==> src/rtl/shade_pkg.sv <==
// Shared definitions for the shade-level interface: level width, end-stop
// levels and the IDLE/MOVE/SETTLE state encoding used by the shade-degree logic.
package shade_pkg;

    localparam int SHADE_W = 4;

    localparam logic [SHADE_W-1:0] SHADE_OPEN   = 4'h0;
    localparam logic [SHADE_W-1:0] SHADE_CLOSED = 4'hF;

    localparam logic [1:0] IDLE   = 2'd0;
    localparam logic [1:0] MOVE   = 2'd1;
    localparam logic [1:0] SETTLE = 2'd2;

    typedef enum logic [1:0] {
        S_IDLE   = IDLE,
        S_MOVE   = MOVE,
        S_SETTLE = SETTLE
    } shade_state_e;

    // One level toward closed (up) or toward open (down).
    function automatic logic [SHADE_W-1:0] shade_step(input logic [SHADE_W-1:0] lvl,
                                                      input logic up);
        return up ? lvl + 4'd1 : lvl - 4'd1;
    endfunction

endpackage

==> src/rtl/shade_step_timer.sv <==
// Loadable down-counter with terminal-count flag. Used by the actuator for
// both the per-level motor drive time and the post-move settle dwell.
module shade_step_timer #(
    parameter int W = 4
) (
    input  logic         clk,
    input  logic         rst,
    input  logic         load,
    input  logic [W-1:0] load_val,
    output logic         tc
);

    logic [W-1:0] count;

    // Load has priority; otherwise count down and hold at zero.
    always_ff @(posedge clk) begin
        if (rst) begin
            count <= '0;
        end else if (load) begin
            count <= load_val;
        end else if (count != '0) begin
            count <= count - 1'b1;
        end
    end

    assign tc = (count == '0);

endmodule

==> src/rtl/window_shade_actuator.sv <==
// Shade motor actuator: accepts a target level (0 open .. 15 closed) and
// steps the motor one level at a time until the tracked position matches,
// then dwells with motors off before signalling done.
// Optional build macro SHADE_LIMIT_SW_EN adds end-stop limit switch inputs
// that snap the position to the end stop and abort the move.
module window_shade_actuator
    import shade_pkg::*;
#(
    parameter int STEPS_PER_LEVEL = 8,
    parameter int SETTLE_CYCLES   = 4
) (
    input  logic               clk,
    input  logic               rst,
    input  logic               cmd_valid,
    input  logic [SHADE_W-1:0] cmd_level,
    output logic               cmd_ready,
    output logic [SHADE_W-1:0] pos,
    output logic               busy,
    output logic               done,
    output logic               motor_up,
    output logic               motor_down,
`ifdef SHADE_LIMIT_SW_EN
    input  logic               lim_top,
    input  logic               lim_bottom,
    output logic               lim_hit,
`endif
    output logic               motor_step
);

    localparam int TMR_MAX = (STEPS_PER_LEVEL > SETTLE_CYCLES) ? STEPS_PER_LEVEL : SETTLE_CYCLES;
    localparam int TMR_W   = $clog2(TMR_MAX + 1);

    localparam logic [TMR_W-1:0] STEP_LOAD   = TMR_W'(STEPS_PER_LEVEL - 1);
    localparam logic [TMR_W-1:0] SETTLE_LOAD = TMR_W'(SETTLE_CYCLES - 1);

    shade_state_e       state, state_nx;
    logic [SHADE_W-1:0] pos_nx;
    logic [SHADE_W-1:0] target, target_nx;
    logic               dir, dir_nx;
    logic               done_nx;
    logic               tmr_load;
    logic [TMR_W-1:0]   tmr_val;
    logic               tmr_tc;
    logic               step_now;
`ifdef SHADE_LIMIT_SW_EN
    logic               lim_hit_nx;
    logic               lim_stop;
`endif

    // One timer serves both phases: reloaded per level in MOVE, once for SETTLE.
    shade_step_timer #(
        .W (TMR_W)
    ) u_timer (
        .clk      (clk),
        .rst      (rst),
        .load     (tmr_load),
        .load_val (tmr_val),
        .tc       (tmr_tc)
    );

`ifdef SHADE_LIMIT_SW_EN
    assign lim_stop = (state == S_MOVE) && ((dir && lim_top) || (!dir && lim_bottom));
    assign step_now = (state == S_MOVE) && tmr_tc && !lim_stop;
`else
    assign step_now = (state == S_MOVE) && tmr_tc;
`endif

    assign cmd_ready  = (state == S_IDLE) && !rst;
    assign busy       = (state != S_IDLE);
    assign motor_up   = (state == S_MOVE) && dir && !rst;
    assign motor_down = (state == S_MOVE) && !dir && !rst;
    assign motor_step = step_now && !rst;

    // Next-state, position update and timer control.
    always_comb begin
        state_nx  = state;
        pos_nx    = pos;
        target_nx = target;
        dir_nx    = dir;
        done_nx   = 1'b0;
        tmr_load  = 1'b0;
        tmr_val   = STEP_LOAD;
`ifdef SHADE_LIMIT_SW_EN
        lim_hit_nx = lim_hit;
`endif
        case (state)
            S_IDLE: begin
                if (cmd_valid && cmd_ready) begin
                    target_nx = cmd_level;
                    dir_nx    = (cmd_level > pos);
`ifdef SHADE_LIMIT_SW_EN
                    lim_hit_nx = 1'b0;
`endif
                    if (cmd_level == pos) begin
                        done_nx = 1'b1;
                    end else begin
                        state_nx = S_MOVE;
                        tmr_load = 1'b1;
                        tmr_val  = STEP_LOAD;
                    end
                end
            end
            S_MOVE: begin
`ifdef SHADE_LIMIT_SW_EN
                if (lim_stop) begin
                    // End stop reached: trust the switch over the step count.
                    pos_nx     = dir ? SHADE_CLOSED : SHADE_OPEN;
                    state_nx   = S_SETTLE;
                    tmr_load   = 1'b1;
                    tmr_val    = SETTLE_LOAD;
                    lim_hit_nx = 1'b1;
                end else
`endif
                if (tmr_tc) begin
                    pos_nx   = shade_step(pos, dir);
                    tmr_load = 1'b1;
                    if (pos_nx == target) begin
                        state_nx = S_SETTLE;
                        tmr_val  = SETTLE_LOAD;
                    end else begin
                        tmr_val  = STEP_LOAD;
                    end
                end
            end
            S_SETTLE: begin
                if (tmr_tc) begin
                    state_nx = S_IDLE;
                    done_nx  = 1'b1;
                end
            end
            default: begin
                state_nx = S_IDLE;
            end
        endcase
    end

    // State and tracked-position registers; reset re-homes the shade as open.
    always_ff @(posedge clk) begin
        if (rst) begin
            state  <= S_IDLE;
            pos    <= SHADE_OPEN;
            target <= SHADE_OPEN;
            dir    <= 1'b0;
            done   <= 1'b0;
`ifdef SHADE_LIMIT_SW_EN
            lim_hit <= 1'b0;
`endif
        end else begin
            state  <= state_nx;
            pos    <= pos_nx;
            target <= target_nx;
            dir    <= dir_nx;
            done   <= done_nx;
`ifdef SHADE_LIMIT_SW_EN
            lim_hit <= lim_hit_nx;
`endif
        end
    end

endmodule

==> config.mk <==
export PLATFORM = sky130hd
export DESIGN_NAME = window_shade_actuator
export DESIGN_NICKNAME = d
export VERILOG_FILES = /design/src/rtl/shade_pkg.sv /design/src/rtl/shade_step_timer.sv /design/src/rtl/window_shade_actuator.sv
export SDC_FILE = /design/constraint.sdc
export NUM_CORES = 1
export LEC_CHECK = 0
export ABC_CLOCK_PERIOD_IN_PS = 2100
export CAP_MARGIN = 20
export CORE_MARGIN = 3
export CORE_UTILIZATION = 50
export DETAILED_ROUTE_END_ITERATION = 8
export PLACE_DENSITY = 0.77
export SYNTH_ARGS = -nofsm -noshare
export SYNTH_HDL_FRONTEND = slang
export SYNTH_SLANG_ARGS = --single-unit
==> constraint.sdc <==
create_clock -name clk -period 2.1 [get_ports clk]
set_input_delay 0.525 -clock clk [delete_from_list [all_inputs] [get_ports clk]]
set_output_delay 0.525 -clock clk [all_outputs]
set_load 0.03 [all_outputs]
==> results.md, run 1 <==
- Clock group share of total power: 14.5%
- Via density per instance: 5.497
- Maximum level of the CTS H-tree: 1
- Crit Path Category: in2out
- Peak VDD IR: 0.6667 mV
- Crit share post-route: 96.93%
- Largest stage delay on the critical path: 0.57 ns
- Global-route met1 utilization: 23.31%
- Clock tree from TritonCTS: done
- Sequential fraction of the synthesis area: 34.13%
- Worst Path Arrival: 1.51 ns
- Die span in x: 49.32 µm
- Synthesis warning total: 0
- Seq cells post-synth: 16
- Required arrival time at the worst endpoint: 1.57 ns
- GRT overflow: 0
- Register share of total power: 29.2%
- Vias after detailed routing: 874
- Post-route total power: 1451 µW
- Number of enable-type register cells in the synthesized netlist: 0
- Result of the run: finished clean
- Leak: 0.0005201 µW
- Syn_nets: 124
- Via count of the first global-routing pass: 861
- Length of the first detailed-routing pass in iterations: 4
- Number of routed nets with antenna violations: 0
- Async set-or-reset flop fraction in the synthesized netlist: 0%
- Number of max-slew violations in the final report: 0
- Clock period minus worst slack: 2.035 ns
- Number of buffers on the longest clock path: 2
- Initial core utilization: 53.76%
- Largest net degree at the start of global routing: 12
- Cell chain of the critical path: clkdlybuf4s50_1, nor2_2, and3_1, buf_4
- Area leader, netlist: sky130_fd_sc_hd__dfxtp_1
- Starting DRT DRC Count: 15
- Power density relative to cell area: 1162 nW/µm²
- Area of the die: 2432 µm²
- Worst relative slew slack: 72.71%
- Switching share of power: 40.84%
- Average wire length per cell after detail routing: 13.65 µm
- Met3 layer usage reported by global route: 3.670%
- Critical path buffers and inverters: 2
- Unrepaired setup endpoints after global routing: true
- Area growth from synthesis to final layout: 33.07%
- Floorplan row count: 15
- Total DRC errors in the routed layout: 0
- DP Area: 1162 µm²
- Number of buffers added on ports: 16
- Antenna violations before repair: 0
- Count of unique library cells instantiated by Yosys: 30
- Hold WC Path Type: reg2reg
- Non-Filler Cell Area, Final: 1249 µm²
- Share of the synthesized area in the top cell type: 34.13%
- Most instantiated library cell after synthesis: sky130_fd_sc_hd__dfxtp_1
- Commonest cells post-synth: 16 x sky130_fd_sc_hd__dfxtp_1, 10 x sky130_fd_sc_hd__a21oi_1, 9 x sky130_fd_sc_hd__inv_1, 8 x sky130_fd_sc_hd__nor2_1, 8 x sky130_fd_sc_hd__xnor2_1
- Critical path endpoint category: output pin
- Area inside the core boundary: 1745 µm²
- I/O pin count: 17
- Net count reported at finish: 150
- Switching power total: 592.5 µW
- Wire length of the first global-routing pass: 3.657 mm
- Logic pwr share: 56.4%
- Setup violation total in the final timing report: 0
- Clk_lat worst skew: 0.29 ns
- Final Hold Fails: 0
- Kind of cell adding the most delay to the critical path: buffers and inverters
- FMAX: 491.3 MHz
- Post-Synthesis Cells: 109
- Number of violations of the max-capacitance limit: 0
- Layer with the highest usage: met2
- Global routing usage summed across all routing layers: 19.36%
- Share of post-route cells with drive strength above 1: 21.64%
- Clock edge transition at the registers on the reported setup and hold paths: 0.10 ns
- Slew at the pin with the worst max-slew slack: 0.4036 ns
- Netlist Area Pre-Place: 938.4 µm²
- Global Route met2 Usage: 32.37%
- Internal power summed over all cells: 858.2 µW
- Total number of clock tree sinks: 16
- Placer's final routability congestion estimate: 0.8154
- Clock root cell: sky130_fd_sc_hd__clkbuf_4
- Primary FF master, synth: sky130_fd_sc_hd__dfxtp_1
- Num CTS Buffers: 3
- Final non-filler cell total: 159
- Slowest cell on the critical path: sky130_fd_sc_hd__clkdlybuf4s50_1
- Ant. Diodes: 0
- Fill cell instance count of the final layout: 131
- Mean instance size in the synthesized netlist: 8.609 µm²
- Critical Path Start Type: input port
- Top fanout value on the critical path: 5
- Routed Wire Length: 2.171 mm
- Largest cells by area after synthesis: sky130_fd_sc_hd__dfxtp_1 34%, sky130_fd_sc_hd__ha_1 9.3%, sky130_fd_sc_hd__xnor2_1 7.5%
- Placed Instances: 154
- Worst clock skew: 0.004554 ns
- Detail Placement HPWL: 1.619 mm
- Die Span Y: 49.32 µm
[cells by family (layout without fill, tap and decap cells)]
family	count (synthesis)	after routing	synth area share, %
xor+xnor	9	9	8.400
buf+inv	13	38	5.467
fa+ha+maj	8	8	11.47
mux	1	1	1.200
compound gates	23	23	14.40
flops	16	16	34.13
simple gates	39	39	24.93
[cell type report]
cell class                 count  area (µm²)  share of cell area [%]
tap                           25       31.28                   2.505
clock buffer                   4       36.28                   2.906
timing repair buffer          25       220.2                   17.64
sequential                    16       320.3                   25.65
multi-input combinational     80       606.8                   48.60
inverter                       9       33.78                   2.705
[worst paths after layout]
path                                        startpoint                     end  slack, ns  cells past startpoint
worst min register to register  target[0]$_SDFFE_PP0P_  target[0]$_SDFFE_PP0P_       0.50                      2
worst max register to register        dir$_SDFFE_PP0P_   state[1]$_SDFFE_PP0P_       0.18                      7
worst max-delay path                               rst                motor_up       0.06                      4
worst min-delay path            target[0]$_SDFFE_PP0P_  target[0]$_SDFFE_PP0P_       0.50                      2
[cell usage in the layout, fill, tap and decap left out, types with 2 or more instances in the layout]
| cell | netlist | layout |
|---|---|---|
| sky130_fd_sc_hd__a21o_1 | 2 | 2 |
| sky130_fd_sc_hd__a21oi_1 | 10 | 10 |
| sky130_fd_sc_hd__and3_1 | 2 | 2 |
| sky130_fd_sc_hd__buf_4 | 0 | 12 |
| sky130_fd_sc_hd__clkbuf_4 | 0 | 3 |
| sky130_fd_sc_hd__clkdlybuf4s50_1 | 0 | 11 |
| sky130_fd_sc_hd__dfxtp_1 | 16 | 16 |
| sky130_fd_sc_hd__ha_1 | 7 | 6 |
| sky130_fd_sc_hd__inv_1 | 9 | 9 |
| sky130_fd_sc_hd__nand2_1 | 7 | 7 |
| sky130_fd_sc_hd__nand2b_1 | 5 | 5 |
| sky130_fd_sc_hd__nor2_1 | 8 | 6 |
| sky130_fd_sc_hd__nor2b_1 | 2 | 2 |
| sky130_fd_sc_hd__nor3_1 | 5 | 3 |
| sky130_fd_sc_hd__nor3_2 | 0 | 2 |
| sky130_fd_sc_hd__nor4b_1 | 2 | 2 |
| sky130_fd_sc_hd__o21ai_0 | 7 | 7 |
| sky130_fd_sc_hd__or3_1 | 2 | 2 |
| sky130_fd_sc_hd__xnor2_1 | 8 | 7 |
[routing by layer]
layer  routed length [µm]  share of wire (%)  vias to the layer above
li1                     -                  -                      424
met1                  966                 44                      417
met2                 1061                 49                       26
met3                   83                3.8                        7
met4                   60                2.8                        0
met5                    0                  0                        -
[registers in the layout (all words and copies together), names as in the netlist]
signal / flops
target: 4
state: 2
dir: 1
done: 1
u_timer.count: 4
pos: 4
[power groups by stage]
| stage | Sequential [µW] | Clock [µW] | Combinational (µW) |
|---|---|---|---|
| after floorplan | 465 | 0 | 486 |
| after global placement | 426 | 0 | 710 |
| after detailed placement | 429 | 0 | 739 |
| after CTS | 422 | 216 | 754 |
| after global routing | 431 | 234 | 909 |
| final | 423 | 210 | 818 |
[timing repair]
| item | 4_1_cts | 5_1_grt |
|---|---|---|
| pin swaps | 1 | 2 |
| setup buffers | 1 | 0 |
| hold endpoints to repair | 0 | 0 |
| resized for setup | 3 | 7 |
| hold buffers | 0 | 0 |
| endpoints found under the setup margin | 2 | 7 |
| cloned | 0 | 0 |
[tightest hold or removal path, delay by kind of cell (launching register included)]
| family | cells | cell delay (ns) |
|---|---|---|
| simple gates | 1 | 0.06 |
| compound gates | 1 | 0.06 |
| flops | 1 | 0.34 |
[through the flow]
step	hold slack (ns)	TNS [ns]	setup slack, ns	utilization [%]
after CTS	0.4990	0	0.02036	69.32
final	0.4968	0	0.06456	71.54
after global routing	0.5266	-0.04178	-0.04178	71.54
after global placement	0.4759	0	0.07434	66.60
after floorplan	0.4621	0	0.01737	-
after detailed placement	0.4850	0	0.03085	66.60
(Power assumes the default switching activity.)
==> run 2: changes to the inputs <==
- MAX_ROUTING_LAYER: not set -> met4
==> run 2 against run 1 <==
Clock skew hardly changed. Global-route usage is 0.54 points higher. Via count stayed put. Core utilization stayed put. Cell count stayed put. Hold slack stayed put. Die area stayed put. Maximum frequency stayed put. Total power hardly changed. Clock-buffer cell count stayed put. Clock power hardly changed. First-iteration DRC count stayed put. Highest routed layer unchanged.
==> results.md, run 2 (synthesis results as in run 1) <==
- Top fanout value on the critical path: 5 (unchanged)
- Crit share post-route: 96.93% (about the same)
- Switching power total: 592.5 µW (about the same)
- FF-to-FF Start: dir$_SDFFE_PP0P_
- Flop-to-flop setup slack: 0.18 ns (about the same)
- Clock group share of total power: 14.5% (about the same)
- Area growth from synthesis to final layout: 33.07% (unchanged)
- Capturing instance or port of the critical path: motor_up
- Number of buffers on the longest clock path: 2 (unchanged)
- Area of the die: 2432 µm² (unchanged)
- Starting DRT DRC Count: 15 (unchanged)
- Num CTS Buffers: 3 (unchanged)
- Number of violations of the max-capacitance limit: 0 (unchanged)
- Share of post-route cells with drive strength above 1: 21.64% (unchanged)
- Critical path endpoint category: output pin
- DP Area: 1162 µm² (unchanged)
- Clock tree from TritonCTS: done
- Clk_lat worst skew: 0.29 ns (about the same)
- Worst relative slew slack: 72.71% (unchanged)
- I/O pin count: 17 (unchanged)
- Via density per instance: 5.497 (unchanged)
- Logic pwr share: 56.4% (about the same)
- Placer's final routability congestion estimate: 0.8275 (+1.5%)
- Vias after detailed routing: 874 (unchanged)
- Slew at the pin with the worst max-slew slack: 0.4036 ns (unchanged)
- Number of max-slew violations in the final report: 0 (unchanged)
- Critical Path Start Type: input port
- Via count of the first global-routing pass: 861 (unchanged)
- Top Registers: pos: 4 flops, target: 4 flops, u_timer.count: 4 flops
- Clock period minus worst slack: 2.035 ns (+0.0000001000 ns)
- Worst clock skew: 0.004555 ns (+0.0000008900 ns)
- R2R depth: 7 (unchanged)
- Average wire length per cell after detail routing: 13.65 µm (unchanged)
- Switching share of power: 40.84% (about the same)
- Internal power summed over all cells: 858.2 µW (about the same)
- Post-route total power: 1451 µW (about the same)
- Detail Placement HPWL: 1.619 mm (unchanged)
- Die span in x: 49.32 µm (unchanged)
- Peak VDD IR: 0.6667 mV (about the same)
- Non-Filler Cell Area, Final: 1249 µm² (unchanged)
- Start point of the critical path: rst
- Register share of total power: 29.2% (about the same)
- Total DRC errors in the routed layout: 0 (unchanged)
- Largest net degree at the start of global routing: 12 (unchanged)
- Final Hold Fails: 0 (unchanged)
- Utilization after layout: 71.54% (unchanged)
- Number of routed nets with antenna violations: 0 (unchanged)
- Area inside the core boundary: 1745 µm² (unchanged)
- Hold WC Path Type: reg2reg
- Net count reported at finish: 150 (unchanged)
- Die Span Y: 49.32 µm (unchanged)
- Global routing usage summed across all routing layers: 19.89% (+0.54 points)
- Clock root cell: sky130_fd_sc_hd__clkbuf_4
- Antenna violations before repair: 0 (unchanged)
- Required arrival time at the worst endpoint: 1.57 ns (about the same)
- Maximum level of the CTS H-tree: 1 (unchanged)
- Result of the run: finished clean
- Ant. Diodes: 0 (unchanged)
- Length of the first detailed-routing pass in iterations: 4 (unchanged)
- Reg-to-reg critical path endpoint: state[1]$_SDFFE_PP0P_
- Post-Place Worst Slack: 0.03085 ns (unchanged)
- Leading cell types in the layout, fill and taps excluded: 16 x sky130_fd_sc_hd__dfxtp_1, 12 x sky130_fd_sc_hd__buf_4, 11 x sky130_fd_sc_hd__clkdlybuf4s50_1
- Floorplan row count: 15 (unchanged)
- Crit Path Category: in2out
- FMAX: 491.3 MHz (unchanged)
- Cts-stage hold buffer count: 0 (unchanged)
- Wire length of the first global-routing pass: 3.663 mm (+0.16%)
- Slack of the critical path: 0.06456 ns (-0.0000001000 ns)
- Power density relative to cell area: 1162 nW/µm² (about the same)
- Setup violation total in the final timing report: 0 (unchanged)
- Number of buffers added on ports: 16 (unchanged)
- Routed Wire Length: 2.171 mm (unchanged)
- Worst Path Arrival: 1.51 ns (about the same)
- Most common cell after layout, fill and taps aside: sky130_fd_sc_hd__dfxtp_1
- GRT overflow: 0 (unchanged)
- Clock edge transition at the registers on the reported setup and hold paths: 0.10 ns (about the same)
- Unrepaired setup endpoints after global routing: true
- Leak: 0.0005201 µW (unchanged)
- Initial core utilization: 53.76% (unchanged)
- Total number of clock tree sinks: 16 (unchanged)
==> run 2: cell counts in the layout (fill, tap and decap cells not counted) <==
No cell type changed its count.
==> run 2: power by group through the flow <==
stage	logic [µW]	registers [µW]	clock network, µW
final	818	423	210
after global routing	909	431	234
after CTS	754	422	216
after detailed placement	739	429	0
after global placement	710	426	0
after floorplan	486	465	0
==> run 2: how the worst min path moves through the flow <==
stage	from	end	slack (ns)	cells past startpoint
after global placement	target[2]$_SDFFE_PP0P_	target[2]$_SDFFE_PP0P_	0.48	2
final	target[0]$_SDFFE_PP0P_	target[0]$_SDFFE_PP0P_	0.50	2
after CTS	target[0]$_SDFFE_PP0P_	target[0]$_SDFFE_PP0P_	0.50	2
after detailed placement	target[0]$_SDFFE_PP0P_	target[0]$_SDFFE_PP0P_	0.48	2
after floorplan	target[1]$_SDFFE_PP0P_	target[1]$_SDFFE_PP0P_	0.46	2
after global routing	target[1]$_SDFFE_PP0P_	target[1]$_SDFFE_PP0P_	0.53	2
==> run 2: layout make-up <==
class | instances | area (µm²)
Multi-Input combinational cell | 80 | 606.8
Fill cell | 131 | 496.7
Sequential cell | 16 | 320.3
Timing Repair Buffer | 25 | 220.2
Clock buffer | 4 | 36.28
Inverter | 9 | 33.78
Tap cell | 25 | 31.28
==> run 2: critical path: stages <==
cell and delay (ns):
sky130_fd_sc_hd__clkdlybuf4s50_1 0.57, sky130_fd_sc_hd__nor2_2 0.07, sky130_fd_sc_hd__and3_1 0.19, sky130_fd_sc_hd__buf_4 0.16
==> run 2: what timing repair did <==
| item | CTS | global route |
|---|---|---|
| setup buffers | 1 | 0 |
| resized for setup | 3 | 7 |
| endpoints found under the setup margin | 2 | 7 |
| pin swaps | 1 | 2 |
| endpoints found under the hold margin | 0 | 0 |
| cloned | 0 | 0 |
==> run 2: through the flow <==
step,hold WS [ns],TNS [ns],cells
6_report,0.4968,0,159
5_1_grt,0.5266,-0.04178,159
4_1_cts,0.4990,0,159
3_5_place_dp,0.4850,0,154
3_3_place_gp,0.4759,0,154
2_1_floorplan,0.4621,0,109
==> run 2: layer usage <==
layer / global-route usage (%) / share of wire [%] / up-vias
li1: - / - / 424
met1: 23.31 / 44 / 417
met2: 32.37 / 49 / 26
met3: 3.670 / 3.8 / 7
met4: 9.953 / 2.8 / 0
met5: - / 0 / -
